**config.mk**
```make
export PLATFORM = sky130hd
export DESIGN_NAME = z_serial_subtractor
export DESIGN_NICKNAME = d
export VERILOG_FILES = /design/src/rtl/z_serial_subtractor_pkg.sv /design/src/rtl/z_serial_subtractor_borrow_group.sv /design/src/rtl/z_serial_subtractor.sv
export SDC_FILE = /design/constraint.sdc
export NUM_CORES = 1
export LEC_CHECK = 0
export ABC_AREA = 1
export BUFFER_PORTS_ARGS = -buffer_cell sky130_fd_sc_hd__buf_2
export CORE_MARGIN = 1.5
export CORE_UTILIZATION = 55
export DETAILED_ROUTE_END_ITERATION = 16
export PLACE_DENSITY = 0.82
export SLEW_MARGIN = 10
export SYNTH_ARGS = -nofsm -noshare
export SYNTH_HDL_FRONTEND = slang
export SYNTH_SLANG_ARGS = --single-unit
export TNS_END_PERCENT = 20
```
**constraint.sdc**
```tcl
create_clock -name clk -period 3.2 [get_ports clk]
set_input_delay 0.48 -clock clk [delete_from_list [all_inputs] [get_ports clk]]
set_output_delay 0.48 -clock clk [all_outputs]
set_load 0.005 [all_outputs]
```
**src/rtl/z_serial_subtractor_pkg.sv**
```systemverilog
// -----------------------------------------------------------------------------
// z_serial_subtractor_pkg
// Shared definitions for the group-serial subtractor: FSM state encoding and
// default operand/group widths.
// -----------------------------------------------------------------------------
package z_serial_subtractor_pkg;

  localparam int DEF_WIDTH = 16;
  localparam int DEF_GROUP = 4;

  typedef enum logic [1:0] {
    IDLE = 2'd0,
    RUN  = 2'd1,
    DONE = 2'd2
  } state_t;

endpackage : z_serial_subtractor_pkg

```
**src/rtl/z_serial_subtractor_borrow_group.sv**
```systemverilog
// -----------------------------------------------------------------------------
// z_borrow_group
// Combinational GROUP-bit subtract slice with generate/propagate borrow
// lookahead.
//
// Ports:
//   i_a, i_b   GROUP-bit minuend / subtrahend slices
//   i_borrow   borrow into the slice LSB
//   o_diff     GROUP-bit difference slice
//   o_g        group borrow generate
//   o_p        group borrow propagate
//   o_borrow   borrow out of the slice MSB (o_g | o_p & i_borrow)
// -----------------------------------------------------------------------------
module z_borrow_group
  import z_serial_subtractor_pkg::*;
#(
  parameter int GROUP = DEF_GROUP
) (
  input  logic [GROUP-1:0] i_a,
  input  logic [GROUP-1:0] i_b,
  input  logic             i_borrow,
  output logic [GROUP-1:0] o_diff,
  output logic             o_g,
  output logic             o_p,
  output logic             o_borrow
);

  logic [GROUP-1:0] w_g;
  logic [GROUP-1:0] w_p;
  logic             w_c;

  // A bit generates a borrow when it subtracts 1 from 0, and passes an
  // incoming borrow through when both bits are equal.
  assign w_g = ~i_a & i_b;
  assign w_p = ~(i_a ^ i_b);

  // NOTE: every variable written here gets a value before any conditional
  // or loop so the block stays purely combinational (no inferred latch).
  always_comb begin
    o_diff = '0;
    o_g    = 1'b0;
    o_p    = 1'b1;
    w_c    = i_borrow;
    for (int i = 0; i < GROUP; i++) begin
      o_diff[i] = i_a[i] ^ i_b[i] ^ w_c;
      w_c       = w_g[i] | (w_p[i] & w_c);
      o_g       = w_g[i] | (w_p[i] & o_g);
      o_p       = o_p & w_p[i];
    end
  end

  assign o_borrow = o_g | (o_p & i_borrow);

endmodule : z_borrow_group

```
**src/rtl/z_serial_subtractor.sv**
```systemverilog
// -----------------------------------------------------------------------------
// z_serial_subtractor
// Multi-cycle group-serial subtractor: diff = a - b - b_in, GROUP bits per
// cycle, with a registered borrow between groups. WIDTH must be a multiple
// of GROUP. Latency is N = WIDTH/GROUP cycles from accept to done; one
// operation per N+2 cycles.
//
// Ports:
//   clk    clock, rising edge
//   rst    asynchronous active-high reset
//   start  request, accepted only in IDLE
//   a, b   WIDTH-bit operands, sampled at the accept edge
//   b_in   borrow in, sampled at the accept edge
//   busy   high while slices are being processed
//   done   one-cycle pulse, result and flags valid
//   diff   WIDTH-bit difference (updated slice by slice during RUN)
//   b_out  unsigned borrow out of the MSB
//   ovf    signed two's-complement overflow
//   zero   diff == 0
// -----------------------------------------------------------------------------
module z_serial_subtractor
  import z_serial_subtractor_pkg::*;
#(
  parameter int WIDTH = DEF_WIDTH,
  parameter int GROUP = DEF_GROUP
) (
  input  logic             clk,
  input  logic             rst,
  input  logic             start,
  input  logic [WIDTH-1:0] a,
  input  logic [WIDTH-1:0] b,
  input  logic             b_in,
  output logic             busy,
  output logic             done,
  output logic [WIDTH-1:0] diff,
  output logic             b_out,
  output logic             ovf,
  output logic             zero
);

  localparam int N  = WIDTH / GROUP;
  localparam int KW = (N > 1) ? $clog2(N) : 1;
  localparam logic [KW-1:0] K_LAST = KW'(N - 1);

  state_t           r_state;
  logic [KW-1:0]    r_k;
  logic [WIDTH-1:0] r_a;
  logic [WIDTH-1:0] r_b;
  logic             r_borrow;
  logic [WIDTH-1:0] r_diff;
  logic             r_busy;
  logic             r_done;
  logic             r_b_out;
  logic             r_ovf;
  logic             r_zero;

  logic [GROUP-1:0] w_a_slice;
  logic [GROUP-1:0] w_b_slice;
  logic [GROUP-1:0] w_d_slice;
  logic             w_grp_g;
  logic             w_grp_p;
  logic             w_grp_borrow;
  logic [WIDTH-1:0] w_diff_next;
  logic             w_unused_gp;

  // The single slice unit is time-shared: r_k selects which group of the
  // captured operands it sees this cycle.
  assign w_a_slice = r_a[r_k*GROUP +: GROUP];
  assign w_b_slice = r_b[r_k*GROUP +: GROUP];

  z_borrow_group #(
    .GROUP (GROUP)
  ) u_borrow_group (
    .i_a      (w_a_slice),
    .i_b      (w_b_slice),
    .i_borrow (r_borrow),
    .o_diff   (w_d_slice),
    .o_g      (w_grp_g),
    .o_p      (w_grp_p),
    .o_borrow (w_grp_borrow)
  );

  // Group G/P are only needed when several slices are chained in one cycle;
  // here the combined borrow out is enough.
  assign w_unused_gp = w_grp_g & w_grp_p;

  // Full difference as it will look after this slice is written, so the
  // final flags see the complete result on the last RUN edge.
  always_comb begin
    w_diff_next = r_diff;
    w_diff_next[r_k*GROUP +: GROUP] = w_d_slice;
  end

  // NOTE: state registers use non-blocking assignments so every register
  // samples the pre-edge values of the others, independent of statement order.
  // NOTE: operand and borrow registers are reset along with the control state
  // so the datapath never carries X into the flags after reset.
  always_ff @(posedge clk or posedge rst) begin
    if (rst) begin
      r_state  <= IDLE;
      r_k      <= '0;
      r_a      <= '0;
      r_b      <= '0;
      r_borrow <= 1'b0;
      r_diff   <= '0;
      r_busy   <= 1'b0;
      r_done   <= 1'b0;
      r_b_out  <= 1'b0;
      r_ovf    <= 1'b0;
      r_zero   <= 1'b0;
    end else begin
      case (r_state)
        IDLE: begin
          if (start) begin
            r_a      <= a;
            r_b      <= b;
            r_borrow <= b_in;
            r_k      <= '0;
            r_b_out  <= 1'b0;
            r_ovf    <= 1'b0;
            r_zero   <= 1'b0;
            r_busy   <= 1'b1;
            r_state  <= RUN;
          end
        end

        RUN: begin
          r_diff   <= w_diff_next;
          r_borrow <= w_grp_borrow;
          if (r_k == K_LAST) begin
            r_k     <= '0;
            r_b_out <= w_grp_borrow;
            // Overflow: operands of different sign and the result's sign
            // differs from the minuend's.
            r_ovf   <= (r_a[WIDTH-1] ^ r_b[WIDTH-1]) &
                       (w_diff_next[WIDTH-1] ^ r_a[WIDTH-1]);
            r_zero  <= (w_diff_next == '0);
            r_busy  <= 1'b0;
            r_done  <= 1'b1;
            r_state <= DONE;
          end else begin
            r_k <= r_k + 1'b1;
          end
        end

        DONE: begin
          // start is deliberately not looked at here; it is not queued.
          r_done  <= 1'b0;
          r_state <= IDLE;
        end

        default: begin
          r_busy  <= 1'b0;
          r_done  <= 1'b0;
          r_state <= IDLE;
        end
      endcase
    end
  end

  assign busy  = r_busy;
  assign done  = r_done;
  assign diff  = r_diff;
  assign b_out = r_b_out;
  assign ovf   = r_ovf;
  assign zero  = r_zero;

endmodule : z_serial_subtractor

```
Word-level counts from Yosys, hierarchy flattened:

Index checks and enable logic that the tools add are counted.

* register bits after elaboration: 58
* input bits: 36
* word-level logic and storage cells: 86
* output and inout bits: 21

* mux-type cells: 21
* reductions and logical operators: 9
* bitwise logic cells: 34
* eq/ne operators: 5
* add/subtract/negate cells: 2
* shifts and indexed selects: 4

Operators with widths (number)
* $neg A4 Y34: 1
* $shift A4 B34 Y16 const A: 1
* $shiftx A4 B34 Y16: 1
* $shiftx A16 B5 Y4: 2
* $bwmux W16: 1
* $logic_not A16 Y1: 1
* $and A1 B1 Y1: 11
* $pmux W1 S2: 5
* $xor A1 B1 Y1: 10
* $mux W1: 8
* $mux W2: 4
* $not A4 Y4: 2
* $pmux W2 S2: 2
* $reduce_and A2 Y1: 4
* $or A1 B1 Y1: 7
* $reduce_and A3 Y1: 2
* $and A4 B4 Y4: 1
* $eq A2 B2 Y1 const B: 2
* $ne A2 B2 Y1 const B: 2
* $xor A4 B4 Y4: 1
* $pmux W1 S3: 1
* $add A2 B1 Y2 const B: 1
* $eq A2 B1 Y1 const B: 1
* $logic_not A2 Y1: 1
* 2 further kinds: 3

Depth between registers and ports, before layout:

Gate-level depths: netlist (run 1).

* word-level depth: 16
* mapped depth: 19
* depth with buffers taken out: 17

By module:

From an unflattened synthesis (run 1), not the netlist that was laid out.

* cell total of the unflattened synthesis: 401
* area total of the unflattened synthesis: 3039.2 µm²

By module, submodules not included
* z_serial_subtractor: cells an instance 372, seq. area each 1451.4 µm², times used 1, area each 2830.2 µm²
* z_borrow_group: cells an instance 29, seq. area each 0.0 µm², times used 1, area each 209.0 µm²

Worst setup path after synthesis (run 1):

OpenSTA, ideal clock, no wires.

* kind: register to register
* start point: register r_k[0]
* end point: register r_zero (netlist: zero)
* library setup time: 0.117 ns
* data required time: 3.083 ns
* buffers on the path: 3
* cell stages (with the launch flop): 17
* clock period less this slack: 2.829 ns
* arrival time: 2.712 ns
* path slack: 0.371 ns
* path through: dfrtp_1 -> buf_6 -> buf_6 -> buf_4 -> a21oi_1 -> a32o_1 -> fa_1 -> inv_1 -> fa_1 -> fa_1 -> nand3_1 -> o21ai_1 -> nor2_1 -> nand2_1 -> nor2_1 -> nand3_1 -> nand2_1

* cells in the longest elaborated chain, start to end: 15
* elaborated cells between the ends (all ways): 30
* those cells by class: add/sub: 1; eq/ne: 2; shift: 4; mux: 3; bitwise: 18; reduce/logical: 2

Ends and longest elaborated chain
* from (decl): line z_serial_subtractor.sv:46 `logic [KW-1:0] r_k;`
* from (signal assigned): line z_serial_subtractor.sv:142 `r_k <= r_k + 1'b1;`
* $shiftx A16 B5 Y4, on equally long branches: line z_serial_subtractor.sv:68, z_serial_subtractor.sv:69
* $xor A4 B4 Y4: line z_serial_subtractor_borrow_group.sv:35 `assign w_p = ~(i_a ^ i_b);`
* $not A4 Y4: line z_serial_subtractor_borrow_group.sv:35
* $and A1 B1 Y1: line z_serial_subtractor_borrow_group.sv:46 `w_c = w_g[i] | (w_p[i] & w_c);`
* $or A1 B1 Y1: line z_serial_subtractor_borrow_group.sv:46
* $and A1 B1 Y1: line z_serial_subtractor_borrow_group.sv:46
* $or A1 B1 Y1: line z_serial_subtractor_borrow_group.sv:46
* $and A1 B1 Y1: line z_serial_subtractor_borrow_group.sv:46
* $or A1 B1 Y1: line z_serial_subtractor_borrow_group.sv:46
* $xor A1 B1 Y1: line z_serial_subtractor_borrow_group.sv:45 `o_diff[i] = i_a[i] ^ i_b[i] ^ w_c;`
* $shiftx A4 B34 Y16: line z_serial_subtractor.sv:91 `w_diff_next[r_k*GROUP +: GROUP] = w_d_slice;`
* $bwmux W16: line z_serial_subtractor.sv:91
* $logic_not A16 Y1: line z_serial_subtractor.sv:137 `r_zero <= (w_diff_next == '0);`
* $mux W1: line z_serial_subtractor.sv:130 `if (r_k == K_LAST) begin`
* $pmux W1 S2: line z_serial_subtractor.sv:112 `case (r_state)`
* to (signal assigned): line z_serial_subtractor.sv:137
* to (decl): line z_serial_subtractor.sv:55 `logic r_zero;`

Several ways; a longest one is shown, not always the timed one. The select of a mux whose other input is x is not followed.
A chain may end at the register's enable or synchronous reset.

Final worst setup path (run 1):

* start point: register r_k[0]
* end point: register r_ovf (netlist: ovf)

* cells in the longest elaborated chain, start to end: 16
* elaborated cells between the ends (all ways): 31
* those cells by class: add/sub: 1; eq/ne: 2; shift: 4; mux: 3; bitwise: 20; reduce/logical: 1

Ends and longest elaborated chain
* $shiftx A16 B5 Y4, on equally long branches: line z_serial_subtractor.sv:68, z_serial_subtractor.sv:69
* $xor A4 B4 Y4: line z_serial_subtractor_borrow_group.sv:35
* $not A4 Y4: line z_serial_subtractor_borrow_group.sv:35
* $and A1 B1 Y1: line z_serial_subtractor_borrow_group.sv:46
* $or A1 B1 Y1: line z_serial_subtractor_borrow_group.sv:46
* $and A1 B1 Y1: line z_serial_subtractor_borrow_group.sv:46
* $or A1 B1 Y1: line z_serial_subtractor_borrow_group.sv:46
* $and A1 B1 Y1: line z_serial_subtractor_borrow_group.sv:46
* $or A1 B1 Y1: line z_serial_subtractor_borrow_group.sv:46
* $xor A1 B1 Y1: line z_serial_subtractor_borrow_group.sv:45
* $shiftx A4 B34 Y16: line z_serial_subtractor.sv:91
* $bwmux W16: line z_serial_subtractor.sv:91
* $xor A1 B1 Y1: line z_serial_subtractor.sv:136 `(w_diff_next[WIDTH-1] ^ r_a[WIDTH-1]);`
* $and A1 B1 Y1: line z_serial_subtractor.sv:135 `r_ovf <= (r_a[WIDTH-1] ^ r_b[WIDTH-1]) &`
* $mux W1: line z_serial_subtractor.sv:130
* $pmux W1 S2: line z_serial_subtractor.sv:112
* to (signal assigned): line z_serial_subtractor.sv:135
* to (decl): line z_serial_subtractor.sv:54 `logic r_ovf;`

Several ways; a longest one is shown, not always the timed one. The select of a mux whose other input is x is not followed.

==> results of run 1 <==
-- layout make-up --
type | count | area [sq um] | share of cell area, %
Timing Repair Buffer | 61 | 318 | 8.89
Sequential cell | 58 | 1450 | 40.7
Tap cell | 72 | 90.1 | 2.52
Inverter | 35 | 136 | 3.82
Multi-Input combinational cell | 298 | 1390 | 38.9
Clock buffer | 12 | 145 | 4.06
Clock inverter | 3 | 40.0 | 1.12
-- sequential cells by signal, indices dropped and copies added, names as in the netlist --
signal    cells
ovf           1
busy          1
r_borrow      1
diff         16
r_a          16
r_k           2
done          1
r_b          16
r_state       2
zero          1
b_out         1
-- Yosys cell counts --
cell type	number
a32o_1	1
a21oi_1	9
o211ai_1	1
nand2_4	1
buf_2	4
o21ai_1	8
nor2_2	1
a32oi_2	1
nor2_1	40
a32oi_1	3
a31oi_1	8
inv_6	1
inv_2	3
nor2_4	1
nand3_1	9
dfrtp_1	58
clkbuf_1	4
buf_4	5
buf_6	2
o22ai_1	3
fa_1	3
o21a_1	1
o21ai_0	14
ha_1	10
nand2_1	184
inv_1	31
-- critical path: stages (launching register included) --
cell     delay [ns]
dfrtp_2        0.47
buf_4          0.23
a21oi_1        0.16
a32o_1         0.20
fa_1           0.19
inv_1          0.05
fa_1           0.40
fa_1           0.42
nand2_1        0.08
nand3_1        0.10
nor2_1         0.14
nand2_1        0.10
nand2_1        0.09
nand2_1        0.05
nand3_1        0.07
nand2_1        0.05
-- per-layer routing --
layer / GRT usage (%) / part of all wire (%) / wire length, microns
met1: 30.8 / 44 / 2920
met2: 38.3 / 49 / 3200
met3: 4.59 / 5.3 / 347
met4: 11.5 / 1.9 / 126
met5: 0 / 0 / 0
-- power groups by stage --
stage	Combinational, mW	Sequential, mW	Clock [mW]
after floorplan	1.71	1.25	0
after global placement	2.09	1.30	0
after detailed placement	2.16	1.31	0
after CTS	2.19	1.30	0.655
after global routing	2.53	1.34	0.688
final	2.18	1.30	0.647
-- logic make-up (layout without fill, tap and decap cells) --
logic type / Yosys count / count (layout) / synth area share, %
compound gates: 49 / 49 / 9.48
buf+inv: 50 / 111 / 7.53
fa+ha+maj: 13 / 13 / 6.02
flops: 58 / 58 / 47.2
simple gates: 236 / 236 / 29.8
-- how the worst max path moves through the flow --
stage | end | cells after the start | startpoint
detailed placement | ovf | 15 | r_k[0]
finish | ovf | 15 | r_k[0]
global placement | zero | 14 | r_k[0]
global route | ovf | 15 | r_k[0]
floorplan | zero | 16 | r_k[0]
CTS | zero | 14 | r_k[0]
==> run metrics, run 1 <==
largest net degree at the start of global routing=39; CTS buffer count=9; post-place setup slack=roughly 0.25 ns; commonest non-fill, non-tap cells in the layout=184 x nand2_1, 56 x dfrtp_1, 56 x buf_2; final non-filler cell total=~540; Max Cap Violations=0; net switching power figure=1.87 mW; final setup margin=~0.26 ns; placed cell areas=around 3400 sq um; remaining routing DRC violations=0; total power=roughly 4.1 mW; Hold Vio Cnt, Final=0; Net Count, Synth=455; utilization after layout=65.7%; achievable frequency=about 340 MHz; initial antenna violation count=0; Initial Util=a little under three fifths; clock network power share=roughly 16%; synth top area cells=dfrtp_1 47%, nand2_1 22%, nor2_1 4.9%; fin crit period=approximately 2.9 ns; Final Cycle Share=roughly nine tenths; sequential element share of the synthesized area=between 40% and 50%; Logic pwr share=between 50% and 60%; Mapped Cells=roughly 410; Tightest Hold Check Type=in -> async; post-synthesis cell type count=26; CP Class=reg -> reg; Post-CTS Setup Repair Bufs=0; status=complete, no violations; PostCTS Resize Cnt=0; Seq pwr share=a little under a third; Post-Route WL=between 6 and 7 mm; cell total after placement=524; Mapped Area=about 3000 sq um; post-synthesis register bit count=58; Critical Path RT=3.43 ns; Yosys top cell area share=between 40% and 50%; WL/cell=12.2 microns; layout cell share with drive strength beyond 1=a little under a fifth; Slew Limit Fails=0; Reg2Reg Setup Slack=0.26 ns; RSZ-0062 raised after global routing=no; first-pass GRT wire length=around 11 mm; vias=2763; post-DR vias/cell=between 5 and 6; PD cells=1160 nW/um^2; initial DRC count=210; Die Ht=between 70 and 80 microns; io pins=57; die area=around 6000 sq um; P_leak=between 1.5 and 2 nW; r2r endpoint=ovf; Worst-path clk slew=around 0.07 ns; slew margin rel.=62.7%; Final #Nets=a little over 500; Die W=between 70 and 80 microns; global route overflow=0; Setup-failing EPs final=0; startpoint class of the critical path=register; Setup crit end kind=register; n_diodes=0; # rows=27; syn avg cell area=between 7 and 8 sq um; CTS tree=done; Max H-tree Level=3; Setup Skew=0.0103 ns; Worst-Skew Late Latency=0.34 ns; Routed Antenna Nets=0; crit-path max FO=20; HPWL after detailed placement=about 4.8 mm; Int Pwr=around 2.3 mW; Fillers=roughly 470; Worst R2R Start=r_k[0]; cell taking the most area after synthesis=dfrtp_1; Final Cell Area=3570 sq um; root buf cell=clkbuf_8; Port-buffer cells=56; GP Congestion=0.865; setup tns final=0 ns; area of the core=roughly 5400 sq um; maximum clock path buffer count=2; most common cell after layout, fill and taps aside=nand2_1; hold buffer count at CTS=0; R2R depth=15; switching share of power=a little under half; WHS=approximately 0.13 ns; clk sinks=58; Syn-to-layout area delta=16.3%; Tightest Pin Transition=~0.56 ns; drt pass-1 iters=4; arrival time at the worst endpoint=3.17 ns; number of global-route vias before repair=2516; Ys Warns=0; GRT Resource Usage Total=23.8%; largest vdd supply drop=roughly 0.55 mV
Power figures use the tool's default switching activity.
==> run 2: changes to the inputs <==
--- a/config.mk
+++ b/config.mk
@@ -5,12 +5,11 @@
 export SDC_FILE = /design/constraint.sdc
 export NUM_CORES = 1
 export LEC_CHECK = 0
-export ABC_AREA = 1
 export BUFFER_PORTS_ARGS = -buffer_cell sky130_fd_sc_hd__buf_2
 export CORE_MARGIN = 1.5
-export CORE_UTILIZATION = 55
+export CORE_UTILIZATION = 50
 export DETAILED_ROUTE_END_ITERATION = 16
-export PLACE_DENSITY = 0.82
+export PLACE_DENSITY = 0.79
 export SLEW_MARGIN = 10
 export SYNTH_ARGS = -nofsm -noshare
 export SYNTH_HDL_FRONTEND = slang
==> constraint.sdc (replaced) <==
create_clock -name clk -period 2.5 [get_ports clk]
set_input_delay 0.375 -clock clk [delete_from_list [all_inputs] [get_ports clk]]
set_output_delay 0.375 -clock clk [all_outputs]
set_load 0.005 [all_outputs]
==> run metrics, run 2 <==
global route overflow=0; CTS tree=done; GRT Resource Usage Total=about 24%; initial antenna violation count=0; Worst-Skew Late Latency=around 0.35 ns; maximum clock path buffer count=2; switching share of power=between 40 and 50%; CP Cell Sequence=mux4_2, inv_2, fa_2, inv_2, fa_2, fa_2, xnor2_4, buf_6, nor2_4, nor3_1, o211ai_1, o21ai_1; hold buffer count at CTS=0; Syn-to-layout area delta=25.2%; initial DRC count=158; failing checks=setup timing; CP most frequent cell=fa_2; post-synthesis register bit count=between 50 and 60; post-synthesis cell type count=39; Logic pwr share=59.3%; Tightest Hold Check Type=in -> async; delay-heaviest family, CP=adder cells; first-pass GRT wire length=~11 mm; largest net degree at the start of global routing=59; Routed Antenna Nets=0; Int Pwr=3.63 mW; WL/cell=about 15 microns; Setup crit end kind=register; fin crit period=between 2 and 3 ns; slew margin rel.=68.3%; Final #Nets=427; RSZ-0062 raised after global routing=yes; Max H-tree Level=3; most common cell after layout, fill and taps aside=nand2_1; P_leak=about 1.9 nW; Port-buffer cells=56; Mapped Cells=304; CP startpoint=r_k[0]; Ys Warns=0; PD cells=around 1700 nW/um^2; Die W=79.4 microns; syn avg cell area=approximately 9.6 sq um; vias=about 2400; drt pass-1 iters=4; Synth async-reset ratio=between 90% and 100%; commonest non-fill, non-tap cells in the layout=115 x nand2_1, 57 x dfrtp_1, 56 x buf_2; status=complete, but fails checks; Final Cycle Share=116%; Yosys top cell area share=between 40% and 50%; crit-path max FO=4; Top FF cell, synth=dfrtp_1; Slew Limit Fails=0; Tightest Pin Transition=between 0.4 and 0.5 ns; Die Ht=approximately 79 microns; CP Class=reg -> reg; layout cell share with drive strength beyond 1=slightly below 30%; utilization after layout=around two thirds; GP Congestion=between 0.8 and 0.9; WHS=about 0.073 ns; Setup-failing EPs final=10; Crit-path slowest cell=mux4_2; Setup Skew=0.0177 ns; Worst-path clk slew=roughly 0.080 ns; final non-filler cell total=455; startpoint class of the critical path=register; HPWL after detailed placement=between 4 and 5 mm; net switching power figure=2.63 mW; arrival time at the worst endpoint=about 3.2 ns; Mapped Area=about 2900 sq um; achievable frequency=roughly 340 MHz; Seq pwr share=approximately a quarter; Critical Path RT=2.76 ns; EDFF count, synth=0; Max Cap Violations=0; setup tns final=-1.70 ns; CTS buffer count=9; io pins=57; Hold Vio Cnt, Final=0; Final Cell Area=~3700 sq um; sequential element share of the synthesized area=49.8%; number of global-route vias before repair=~2500; Synth top cells by count=115 x nand2_1, 58 x dfrtp_1, 17 x inv_1, 11 x nor2_1, 11 x o21ai_0; area of the core=5570 sq um; clk sinks=a little under 60; Initial Util=around 52%; remaining routing DRC violations=0; critical path buffer and inverter count=3; slowest stage delay, CP=a little over 0.5 ns; post-DR vias/cell=between 5 and 6; final setup margin=-0.411 ns; Post-Route WL=6.68 mm; top-count cell post-synth=nand2_1; synth top area cells=dfrtp_1 50%, nand2_1 15%, mux4_2 6.2%; die area=~6300 sq um; # rows=27; largest vdd supply drop=1.28 mV; Worst R2R Start=r_k[0]; cell total after placement=between 400 and 500; n_diodes=0; Net Count, Synth=353; cell taking the most area after synthesis=dfrtp_1; root buf cell=clkbuf_8; clock network power share=between 10% and 20%; placed cell areas=about 3400 sq um
==> run 2: logic make-up after synthesis <==
| kind of cell | count (synthesis) | synth area share (%) |
|---|---|---|
| AOI/OAI and AO/OA | 46 | 10.9 |
| adders and majority gates | 13 | 6.35 |
| muxes | 9 | 6.52 |
| and+or+nand+nor | 148 | 21.2 |
| buffers and inverters | 29 | 4.33 |
| DFF | 58 | 49.8 |
| xor gates and xnor gates | 1 | 0.944 |
==> run 2: what timing repair did <==
item                                    in CTS  in global routing
cloned                                       0                  0
endpoints found under the setup margin      10                 10
setup buffers                                2                  1
gates resized for setup                     17                  0
pin swaps                                   14                  4
==> run 2: power groups by stage <==
stage,Sequential [mW],Combinational (mW),Clock [mW]
after floorplan,1.56,2.16,0
after global placement,1.60,3.08,0
after detailed placement,1.62,3.20,0
after CTS,1.61,3.62,0.957
after global routing,1.66,4.04,0.988
final,1.61,3.71,0.938
==> run 2: metal layers <==
layer / wire (microns) / up-vias / GRT usage (%) / part of all wire, %
met5: 0 / - / 0 / 0
met4: 130 / 0 / 10.2 / 1.9
met3: 313 / 16 / 5.49 / 4.7
met2: 3220 / 75 / 38.9 / 48
met1: 3010 / 1154 / 31.4 / 45
li1: - / 1166 / - / -
==> run 2: worst register-to-register path: stages, from the launching register on <==
cell and delay, ns:
dfrtp_2 0.41, mux4_2 0.52, inv_2 0.09, fa_2 0.19
inv_2 0.04, fa_2 0.36, fa_2 0.39, xnor2_4 0.18
buf_6 0.13, nor2_4 0.04, nor3_1 0.23, o211ai_1 0.12
o21ai_1 0.14
==> run 2: area by class of cell <==
| class | count | area (sq um) |
|---|---|---|
| Inverter | 17 | 63.8 |
| Multi-Input combinational cell | 217 | 1390 |
| Tap cell | 72 | 90.1 |
| Clock inverter | 5 | 78.8 |
| Clock buffer | 11 | 131 |
| Timing Repair Buffer | 75 | 447 |
| Fill cell | 453 | 1920 |
| Sequential cell | 58 | 1450 |
==> run 2: metrics by stage <==
stage | power [mW] | worst slack, ns
after floorplan | 3.72 | -0.577
after global placement | 4.68 | -0.352
after detailed placement | 4.83 | -0.457
after CTS | 6.19 | -0.483
after global routing | 6.69 | -0.522
final | 6.26 | -0.411
==> run 2: path summary, 6_finish.rpt <==
kind	cells past startpoint	to	slack, ns
worst max-delay path	12	zero	-0.41
min in group clk	3	r_a[11]	0.22
worst min-delay path	3	b_out	0.07
max in group asynchronous	3	r_b[11]	2.17
worst min register to register	2	r_a[6]	0.48
worst max register to register	12	zero	-0.41
